--- src/rtl/led_seq_pkg.sv ---
// led_seq_pkg: shared types, mode encodings and the LED pattern generator for led_seq_driver.
package led_seq_pkg;
  typedef enum logic [1:0] {IDLE, RUN, DONE_ST} state_e;
  localparam logic [1:0] MODE_WALK_L = 2'b00;
  localparam logic [1:0] MODE_WALK_R = 2'b01;
  localparam logic [1:0] MODE_BLINK  = 2'b10;
  localparam logic [1:0] MODE_COUNT  = 2'b11;
  // Active-high pattern for a step; callers pass the step modulo 16.
  function automatic logic [3:0] pattern(input logic [1:0] mode, input logic [3:0] step);
    return mode == MODE_WALK_L ? 4'b0001 << step[1:0] :
           mode == MODE_WALK_R ? 4'b1000 >> step[1:0] :
           mode == MODE_BLINK  ? {4{~step[0]}} : step;
  endfunction
endpackage

--- src/rtl/led_seq_driver_start_sync_edge.sv ---
// start_sync_edge: 2-flop synchronizer plus registered rising-edge pulse for an asynchronous input.
//   clk     in  system clock
//   rst_n   in  asynchronous active-low reset
//   async_i in  asynchronous level
//   edge_o  out one-cycle pulse, valid on the 3rd rising edge after async_i rises
module start_sync_edge #(
  parameter logic RST_VAL = 1'b1
) (
  input  logic clk,
  input  logic rst_n,
  input  logic async_i,
  output logic edge_o
);
  logic meta_q, sync_q, prev_q, edge_q;
  // Resetting to RST_VAL=1 means a level already high at reset release is not an edge;
  // the input must be seen low before a rising edge is reported.
  always_ff @(posedge clk or negedge rst_n) begin
    if (!rst_n) begin
      meta_q <= RST_VAL;
      sync_q <= RST_VAL;
      prev_q <= RST_VAL;
      edge_q <= 1'b0;
    end else begin
      meta_q <= async_i;
      sync_q <= meta_q;
      prev_q <= sync_q;
      edge_q <= sync_q & ~prev_q;
    end
  end
  assign edge_o = edge_q;
endmodule

--- src/rtl/led_seq_driver.sv ---
// led_seq_driver: launches a timed 4-LED pattern sequence on a START rising edge.
//   clk               in  system clock
//   rst_n             in  asynchronous active-low reset
//   start_i           in  asynchronous sequence request (rising edge)
//   abort_i           in  synchronous cancel of a running sequence
//   mode_i[1:0]       in  pattern select, latched at start
//   led1_o..led4_o    out board LEDs (led1_o = pattern bit 0), inverted when ACTIVE_LOW_LED
//   busy_o            out high while a sequence runs
//   done_o            out one-cycle pulse on normal completion
module led_seq_driver
  import led_seq_pkg::*;
#(
  parameter int CLK_HZ         = 50000000,
  parameter int STEP_HZ        = 4,
  parameter int NUM_STEPS      = 8,
  parameter int ACTIVE_LOW_LED = 1
) (
  input  logic       clk,
  input  logic       rst_n,
  input  logic       start_i,
  input  logic       abort_i,
  input  logic [1:0] mode_i,
  output logic       led1_o,
  output logic       led2_o,
  output logic       led3_o,
  output logic       led4_o,
  output logic       busy_o,
  output logic       done_o
);
  localparam int   DIV = CLK_HZ / STEP_HZ;
  localparam int   PW  = DIV > 1 ? $clog2(DIV) : 1;
  localparam int   SW  = $clog2(NUM_STEPS + 1);
  localparam logic AL  = ACTIVE_LOW_LED != 0;
  if (DIV < 1 || NUM_STEPS < 1) begin : g_bad_params
    $error("led_seq_driver: CLK_HZ/STEP_HZ and NUM_STEPS must both be >= 1");
  end
  state_e          state_q, state_d;
  logic [1:0]      mode_q, mode_d;
  logic [PW-1:0]   presc_q, presc_d;
  logic [SW-1:0]   step_q, step_d;
  logic [3:0]      led_q, led_d;
  logic            busy_q, done_q, start_edge;
  start_sync_edge #(.RST_VAL(1'b1)) u_start (
    .clk    (clk),
    .rst_n  (rst_n),
    .async_i(start_i),
    .edge_o (start_edge)
  );
  always_comb begin
    state_d = state_q;
    mode_d  = mode_q;
    presc_d = presc_q;
    step_d  = step_q;
    case (state_q)
      IDLE: if (start_edge && !abort_i) begin
        state_d = RUN;
        mode_d  = mode_i;
        presc_d = '0;
        step_d  = '0;
      end
      RUN: if (abort_i) state_d = IDLE;
      else if (presc_q == PW'(DIV - 1)) begin
        presc_d = '0;
        if (step_q == SW'(NUM_STEPS - 1)) state_d = DONE_ST;
        else step_d = step_q + 1'b1;
      end else presc_d = presc_q + 1'b1;
      default: state_d = IDLE;
    endcase
    // Outputs are computed from next state so every output pin comes straight off a flop.
    led_d = (state_d == RUN ? pattern(mode_d, 4'(step_d)) : 4'b0000) ^ {4{AL}};
  end
  always_ff @(posedge clk or negedge rst_n) begin
    if (!rst_n) begin
      state_q <= IDLE;
      mode_q  <= MODE_WALK_L;
      presc_q <= '0;
      step_q  <= '0;
      led_q   <= {4{AL}};
      busy_q  <= 1'b0;
      done_q  <= 1'b0;
    end else begin
      state_q <= state_d;
      mode_q  <= mode_d;
      presc_q <= presc_d;
      step_q  <= step_d;
      led_q   <= led_d;
      busy_q  <= state_d == RUN;
      done_q  <= state_d == DONE_ST;
    end
  end
  assign {led4_o, led3_o, led2_o, led1_o} = led_q;
  assign busy_o = busy_q;
  assign done_o = done_q;
endmodule

--- config.mk ---
export PLATFORM = sky130hd
export DESIGN_NAME = led_seq_driver
export DESIGN_NICKNAME = d
export VERILOG_FILES = /design/src/rtl/led_seq_pkg.sv /design/src/rtl/led_seq_driver_start_sync_edge.sv /design/src/rtl/led_seq_driver.sv
export SDC_FILE = /design/constraint.sdc
export NUM_CORES = 1
export LEC_CHECK = 0
export BUFFER_PORTS_ARGS = -buffer_cell sky130_fd_sc_hd__buf_2
export CORE_MARGIN = 3
export CORE_UTILIZATION = 55
export CTS_CLUSTER_DIAMETER = 80
export DETAILED_ROUTE_END_ITERATION = 10
export PLACE_DENSITY = 0.79
export SLEW_MARGIN = 20
export SYNTH_ARGS = -nofsm -noshare
export SYNTH_HDL_FRONTEND = slang
export SYNTH_SLANG_ARGS = --single-unit
--- constraint.sdc ---
create_clock -name clk -period 2.2 [get_ports clk]
set_input_delay 0.11 -clock clk [delete_from_list [all_inputs] [get_ports clk]]
set_output_delay 0.11 -clock clk [all_outputs]
set_load 0.05 [all_outputs]
---- Word-level counts from Yosys, hierarchy flattened ----
Index checks and enable logic that the tools add are counted.
cells by class
  mux-type cells .......................... 20
  bitwise operators ....................... 4
  add/subtract/negate cells ............... 2
  shifts and indexed selects .............. 2
  eq/ne operators ......................... 9
  reductions and logical operators ........ 6
operators by type and width
  cell                     number
  $mux W24                 3
  $pmux W24 S2             1
  $mux W4                  8
  $add A24 B1 Y24 const B  1
  $eq A24 B24 Y1 const B   1
  $mux W2                  6
  $pmux W4 S2              1
  $eq A2 B1 Y1 const B     3
  $add A4 B1 Y4 const B    1
  $eq A2 B2 Y1 const B     2
  $eq A4 B3 Y1 const B     1
  $logic_not A2 Y1         2
  $ne A2 B2 Y1 const B     2
  $not A4 Y4               1
  $pmux W2 S2              1
  $shl A1 B2 Y4 const A    1
  $shr A4 B2 Y4 const A    1
  $reduce_and A3 Y1        1
  $not A1 Y1               2
  $reduce_bool A2 Y1       1
  $and A1 B1 Y1            1
  $logic_and A1 B1 Y1      1
  $logic_not A1 Y1         1
word-level totals
  input bits .............................. 6
  word-level logic and storage cells ...... 54
  register bits ........................... 42
  output and inout port bits .............. 6

---- Longest topological paths before layout ----
Gate-level depths: netlist (run 1).
  depth after elaboration ................. 11
  mapped depth ............................ 9
  gate-level depth less buffers ........... 8

---- Cells and area by module ----
Synthesis (run 1) repeated with hierarchy kept, for this count alone.
unflattened totals
  cell total of the unflattened synthesis .. 220
  area, all modules ....................... 2152.1 µm²
by module, submodules not included
  module           sequential area each (µm²)  times used  cells an instance  area an instance (µm²)
  led_seq_driver   955.9                       1           215                2034.5
  start_sync_edge  103.8                       1           5                  117.6

---- Worst setup path after synthesis (run 1) ----
OpenSTA, ideal clock, no wires.
  kind .................................... register to register
  from .................................... reg presc_q[0]
  to ...................................... reg presc_q[8]
  stages on the path, launching flop included .. 9
  period minus slack after synthesis ...... 2.083 ns
  path buffers ............................ 2
  setup time .............................. 0.110 ns
  path slack .............................. 0.117 ns
  required time ........................... 2.090 ns
  data arrival time ....................... 1.973 ns
  cells stage by stage .................... dfrtp_1 > ha_1 > and4_1 > clkbuf_1 > and3_4 > a21o_1 > or2_0 > buf_2 > o41ai_1
on the way
  cells in the longest elaborated chain, start to end .. 4
  elaborated cells between the ends (all ways) .. 5
  those cells by class .................... 1 x add/sub; 1 x eq/ne; 3 x mux
RTL lines
  what                                                      RTL line                                    RTL
  start, declared                                           led_seq_driver.sv:39                        logic [PW-1:0] presc_q, presc_d;
  start signal, assigned                                    led_seq_driver.sv:84                        presc_q <= presc_d;
  $add A24 B1 Y24 / $eq A24 B24 Y1 (equally long branches)  led_seq_driver.sv:66, led_seq_driver.sv:62
  $mux W24 (*)                                              led_seq_driver.sv:62                        else if (presc_q == PW'(DIV - 1)) begin
  $mux W24 (*)                                              led_seq_driver.sv:61                        RUN: if (abort_i) state_d = IDLE;
  $pmux W24 S2 (*)                                          led_seq_driver.sv:54                        case (state_q)
Mark *: on every way between the ends. The rest lies on a longest branch, timed or not. The select of a mux whose other input is x is not followed.
A chain may end at the register's enable or synchronous reset.

---- Final worst setup path (run 1) ----
  from .................................... reg presc_q[1]
  to ...................................... reg led_q[3]
on the way
  cells in the longest elaborated chain, start to end .. 10
  elaborated cells between the ends (all ways) .. 16
  those cells by class .................... 2 x eq/ne; 2 x shift; 10 x mux; 2 x bitwise
RTL lines
  what                                             RTL line              RTL
  $eq A24 B24 Y1 (*)                               led_seq_driver.sv:62
  branches (longest 7 deep; another with $mux W4)  --
  $mux W4 (*)                                      led_seq_driver.sv:70  led_d = (state_d == RUN ? pattern(mode_d, 4'(step_d)) : 4'b0000) ^ {4{AL}};
  $not A4 Y4 (no source line) (*)                  --
  named net led_d[3]                               led_seq_driver.sv:41  logic [3:0] led_q, led_d;
  end signal, assigned                             led_seq_driver.sv:78  led_q <= {4{AL}};
  end signal, assigned                             led_seq_driver.sv:86  led_q <= led_d;
  end, declared                                    led_seq_driver.sv:41
Mark *: on every way through the listed nets, which the timed path passes.

==> qor.yml, run 1 <==
outcome: "finished clean"
synth_area_per_cell_um2: 9.05
peakVddDrop_uv: 310
synth_fa_ha_area_share_pct: 1.04
layout.cells.most_common: "dfrtp_1"
gp_congestion: 0.980
vias: 2178
rsz0062_at_grt: "true"
synth_ff_type: "dfrtp_1"
fin_nets: 304
htree_levels: 2
fmax_mhz: 471
drt_iter0_drc: 415
path_depth: 7
period_minus_slack_ns: 2.12
fp.dieW_um: 72.0
synth_edf_count: 0
grt-ovfl-total: 0
ys_top_cells_by_area: "dfrtp_1 37%, dfstp_2 7.7%, o21ai_0 6.9%"
diodes: 0
wl_per_cell_um: 16.5
grt_pass1_vias: 2065
dp_slack_ns: 0.0633
numCtsBuffers: 5
start_util_pct: 58.3
synth_top_family_by_area: "simple AND/OR/NAND/NOR gates"
synth_compound_area_share_pct: 20.0
synth.distinct_cells: 51
port_buffers: 11
leakagePower_nw: 1.15
crit_arrival_ns: 2.35
worstSetupStartpoint: "presc_q[1]$_DFFE_PN0P_"
vias_per_cell: 6.28
slew_viol_final: 0
ys_seq_elements: 42
grt_first_pass_wirelength_mm: 9.72
netlist.top_cell.by_area: "dfrtp_1"
route.detailed.drc: 0
drtAntennaViolNets: 0
fin_skew_ns: 0.00964
first_pass_iters: 5
worst_slew_pin_slew_ns: 0.911
post_synth_and_or_nand_nor_area_fraction_pct: 27.2
grt_max_degree: 43
drive_gt1_share_pct: 21.9
crit_buf_inv: 0
synthArstFlopShare_pct: 100
fill_cells: 318
muxShareOfSynthArea_pct: 2.51
synth.cell_area_um2: 2400
finish.utilization_pct: 67.4
start_kind: "register"
cts_tree: "done"
ioPinCount: 12
slew_headroom_pct: 39.3
maxCapViolCount: 0
core_um2: 4120
grt_use_total_pct: 23.8
r2r_slack_ns: 0.08
routed_wl_mm: 5.73
synthCells: 265
cp-endpoint: "led_q[3]$_DFF_PN1_"
synthXorXnorAreaFrac_pct: 0.365
cp_top_family: "simple AND/OR/NAND/NOR gates"
crit_fanout: 5
row_count: 23
cp_cell_sequence: "ha_1 > nand4_1 > nor4_1 > nand4_1 > a31o_2 > o311ai_2 > o311ai_1"
max_stage_delay_ns: 0.52
clock-sinks: 42
crit_top_cell: "nand4_1"
power.total_mw: 1.59
setup_ws_ns: 0.0760
die_h_um: 72.0
hold_viol: 0
yosysSeqAreaShare_pct: 44.2
cts_root_buffer: "clkbuf_8"
clk_latency_ns: 0.30
clkTransAtPathRegs_ns: 0.08
place_hpwl_mm: 4.04
synth_warnings: 0
setup_viol: 0
power_density_nw_per_um2: 572
critPathKind: "reg -> reg"
clockBufferDepth: 2
slowest_stage: "nor4_1"
area_growth_pct: 15.7
layout_common_cells: "34 x dfrtp_1, 32 x o21ai_0, 30 x nand2_1"
syn_nets: 273
fin_crit_sh_pct: 96.5
critPathCaptureType: "register"
yosys.area.top_type_share_pct: 36.5
r2r-end: "led_q[3]$_DFF_PN1_"
rr_worst_depth: 7
hold_class: "in -> reg"
antenna_found_initial: 0
rr_startpoint: "presc_q[1]$_DFFE_PN0P_"
required_ns: 2.42
fp.dieArea_um2: 5190
[layer usage]
metal  global-route usage [%]  vias to the layer above  wire (µm)
met1                     33.2                     1030       2610
li1                         -                     1058          -
met5                        0                        -          0
met4                     8.35                        0        122
met3                     5.12                       13        353
met2                     36.9                       77       2640
[power by group]
| part | switching, mW | internal [mW] |
|---|---|---|
| combinational | 0.165 | 0.0954 |
| sequential | 0.0277 | 0.813 |
| clock | 0.264 | 0.220 |
[cell type report]
class,instances,area (µm²),share of cell area [%]
Clock buffer,6,72.6,2.62
Clock inverter,2,10.0,0.361
Inverter,7,28.8,1.04
Multi-Input combinational cell,202,1250,45.1
Sequential cell,42,1060,38.3
Tap cell,50,62.6,2.26
Timing Repair Buffer,38,288,10.4
[registers in the layout (all words and copies together), names as in the netlist]
name,cells
busy_o,1
done_o,1
led_q,4
mode_q,2
presc_q,24
state_q,2
step_q,4
u_start.edge_o,1
u_start.meta_q,1
u_start.prev_q,1
u_start.sync_q,1
[cells in the mapped netlist (3+ instances only)]
master and instances:
nor4_1 6, a211oi_1 3, o21ai_0 33, inv_1 6, and3_1 3, nor2b_1 5
a31oi_1 6, and4_1 7, buf_2 4, nor3_1 13, a21oi_1 8, nand2b_1 3
dfstp_2 7, nand2_1 30, buf_6 3, o31ai_1 5, nand3_1 17, nor2_1 15
clkbuf_1 6, mux2i_1 6, nand4_1 7, dfrtp_1 35
[per-stage QoR]
step                      TNS, ns  hold slack [ns]  instance area, µm²  instances
after global placement          0            0.217                2640        336
after detailed placement        0            0.219                2640        336
after CTS                       0            0.174                2740        346
after floorplan                 0           -0.186                2400        265
final                           0            0.187                2770        347
after global routing       -0.102            0.205                2770        347
[worst min path at each step]
| stage | start | to | cells past startpoint |
|---|---|---|---|
| 6_report | mode_i[1] | mode_q[1]$_DFF_PN0_ | 3 |
| 5_1_grt | mode_i[1] | mode_q[1]$_DFF_PN0_ | 3 |
| 4_1_cts | mode_i[0] | mode_q[0]$_DFF_PN0_ | 3 |
| 3_5_place_dp | start_i | u_start.meta_q$_DFF_PN1_ | 1 |
| 3_3_place_gp | start_i | u_start.meta_q$_DFF_PN1_ | 1 |
| 2_1_floorplan | rst_n | busy_o$_DFF_PN0_ | 0 |
[worst min-delay path, cell delays in order]
cell and delay (ns):
buf_2 0.08, a21oi_2 0.06, inv_1 0.17
[cell families (layout without fill, tap and decap cells)]
kind of cell,Yosys count,after routing
compound gates,75,75
simple gates,118,118
fa+ha+maj,2,2
flops,42,42
buf+inv,21,53
xor+xnor,1,1
mux,6,6
[timing repair]
action,4_1_cts,5_1_grt
hold buffers,2,0
hold endpoints to repair,36,0
resized for setup,0,8
setup buffers,0,1
endpoints found under the setup margin,0,11
(Power assumes the default switching activity.)
==> run 2: changes to the inputs <==
- SETUP_SLACK_MARGIN: default -> 0.4
- SKIP_CTS_REPAIR_TIMING: default -> 1
==> run 2 against run 1 <==
Net effect:
- the flow now finishes with violations (hold timing)
- total power grew 23%
- final cell count grew 7.2%
- sequential cell count is the same
- non-clock buffer count grew 24
- clock power grew 59%
- via count grew 21%
- setup slack lost 0.0093 ns
- sequential power grew 0.7%
- design area grew 25%
- largest cell class unchanged
- largest power group unchanged
==> qor.yml, run 2 (synthesis gave the netlist of run 1 again) <==
start_kind: "register"  # unchanged
place_hpwl_mm: 3.80  # was 4.04 mm
grt_first_pass_wirelength_mm: 9.16  # was 9.72 mm
clk_latency_ns: 0.31  # was 0.30 ns
finalInstanceArea_um2: 3460  # was 2770 µm²
clock-sinks: 42  # unchanged
cp_cell_sequence: "or4b_4 > nor4_4 > a32oi_2 > and2_4 > inv_6 > nor2_2 > o311ai_2"  # was ha_1 > nand4_1 > nor4_1 > nand4_1 > a31o_2 > o311ai_2 > o311ai_1
top_regs: "presc_q (24), led_q (4), step_q (4)"  # unchanged
slowest_stage: "or4b_4"  # was nor4_1
leakagePower_nw: 1.45  # was 1.15 nW
maxCapViolCount: 0  # unchanged
finish.utilization_pct: 84.1  # was 67.4%
gp_congestion: 0.914  # was 0.980
largest_register_ffs: 24  # unchanged
outcome: "finished, violations left"  # was finished clean
fp.dieArea_um2: 5190  # unchanged
grt_pass1_vias: 1932  # was 2065
die_h_um: 72.0  # unchanged
rr_worst_depth: 7  # unchanged
rsz0062_at_grt: "true"  # unchanged
vias_per_cell: 7.11  # was 6.28
drt_iter0_drc: 394  # was 415
final_cells: 372  # was 347
start_util_pct: 58.3  # unchanged
numCtsBuffers: 5  # unchanged
power_density_nw_per_um2: 562  # was 572 nW/µm²
drive_gt1_share_pct: 46.3  # was 21.9%
peakVddDrop_uv: 389  # was 310 µV
required_ns: 2.42  # about the same
top_register: "presc_q"  # unchanged
period_minus_slack_ns: 2.13  # was 2.12 ns
area_growth_pct: 44.4  # was 15.7%
fmax_mhz: 469  # was 471 MHz
ioPinCount: 12  # unchanged
hold_viol: 35  # was 0
fin_skew_ns: 0.00841  # was 0.00964 ns
route.detailed.drc: 0  # unchanged
grt_use_total_pct: 22.7  # was 23.8%
grt_max_degree: 43  # unchanged
crit_arrival_ns: 2.35  # about the same
worst_slew_pin_slew_ns: 0.911  # about the same
wl_per_cell_um: 22.4  # was 16.5 µm
crit_buf_inv: 1  # was 0
place_area_um2: 2640  # about the same
core_um2: 4120  # unchanged
cp_top_family: "simple AND/OR/NAND/NOR gates"  # unchanged
slew_viol_final: 0  # unchanged
htree_levels: 2  # unchanged
vias: 2645  # was 2178
slew_headroom_pct: 39.3  # about the same
diodes: 0  # unchanged
max_stage_delay_ns: 0.53  # was 0.52 ns
hold_class: "in -> async"  # was in -> reg
fin_nets: 329  # was 304
path_depth: 7  # unchanged
layout_common_cells: "37 x buf_4, 29 x nand2_1, 25 x dfrtp_1"  # was 34 x dfrtp_1, 32 x o21ai_0, 30 x nand2_1
grt-ovfl-total: 0  # unchanged
dp.cells: 332  # was 336
row_count: 23  # unchanged
clkTransAtPathRegs_ns: 0.08  # about the same
routed_wl_mm: 8.32  # was 5.73 mm
clockBufferDepth: 2  # unchanged
setup_viol: 0  # unchanged
fin_crit_sh_pct: 97.0  # was 96.5%
drtAntennaViolNets: 0  # unchanged
antenna_found_initial: 0  # unchanged
critPathKind: "reg -> reg"  # unchanged
fp.dieW_um: 72.0  # unchanged
layout.cells.most_common: "buf_4"  # was dfrtp_1
port_buffers: 11  # unchanged
critPathCaptureType: "register"  # unchanged
cts_tree: "done"  # unchanged
failed_checks: "hold timing"
crit_fanout: 6  # was 5
hold_ws_ns: -0.0772  # was 0.187 ns
first_pass_iters: 5  # unchanged
setup_tns_ns: 0  # unchanged
cts_root_buffer: "clkbuf_8"  # unchanged
-- run 2: cell types whose count changed in the layout (fill, tap and decap cells not counted), moves of 4 or more --
cell,change
buf_4,+14
buf_6,+10
dfrtp_1,-9
dfrtp_2,+9
nor2_1,-4
nor3_1,-5
nor4_4,+5
o21ai_0,-22
o21ai_1,+15
o21ai_2,+6
o31ai_1,-4
-- run 2: layer usage --
metal / routed length (µm) / global-route usage (%)
met5: 0 / 0
met4: 346 / 7.72
met3: 805 / 6.23
met2: 3900 / 33.0
met1: 3270 / 32.6
-- run 2: through the flow --
step	power [mW]	worst slack, ns
3_3_place_gp	1.10	0.145
2_1_floorplan	1.01	0.265
5_1_grt	2.00	0.00171
4_1_cts	1.85	0.0337
6_report	1.95	0.0668
3_5_place_dp	1.10	0.0614
-- run 2: path summary, 6_finish.rpt --
path                                               start                       end  slack, ns
worst max-delay path                 step_q[0]$_DFF_PN0_        led_q[3]$_DFF_PN1_       0.07
worst min-delay path                               rst_n   presc_q[20]$_DFFE_PN0P_      -0.08
worst max register to register       step_q[0]$_DFF_PN0_        led_q[3]$_DFF_PN1_       0.07
worst min register to register  u_start.meta_q$_DFF_PN1_  u_start.sync_q$_DFF_PN1_       0.36
max in group asynchronous                          rst_n   presc_q[11]$_DFFE_PN0P_       1.64
min in group clk                               mode_i[1]       mode_q[1]$_DFF_PN0_       0.21
-- run 2: area by class of cell --
cell class	instances	area, µm²
repair buffers	62	520
fillers	211	654
multi-input cells	203	1630
clock buffers	6	82.6
flip-flops and latches	42	1070
inverters	7	33.8
well taps	50	62.6
clock inverters	2	60.1
-- run 2: where the power goes --
| group | switching (mW) | internal (mW) |
|---|---|---|
| Clock | 0.285 | 0.484 |
| Sequential | 0.0337 | 0.813 |
| Combinational | 0.203 | 0.128 |
| Total | 0.521 | 1.43 |
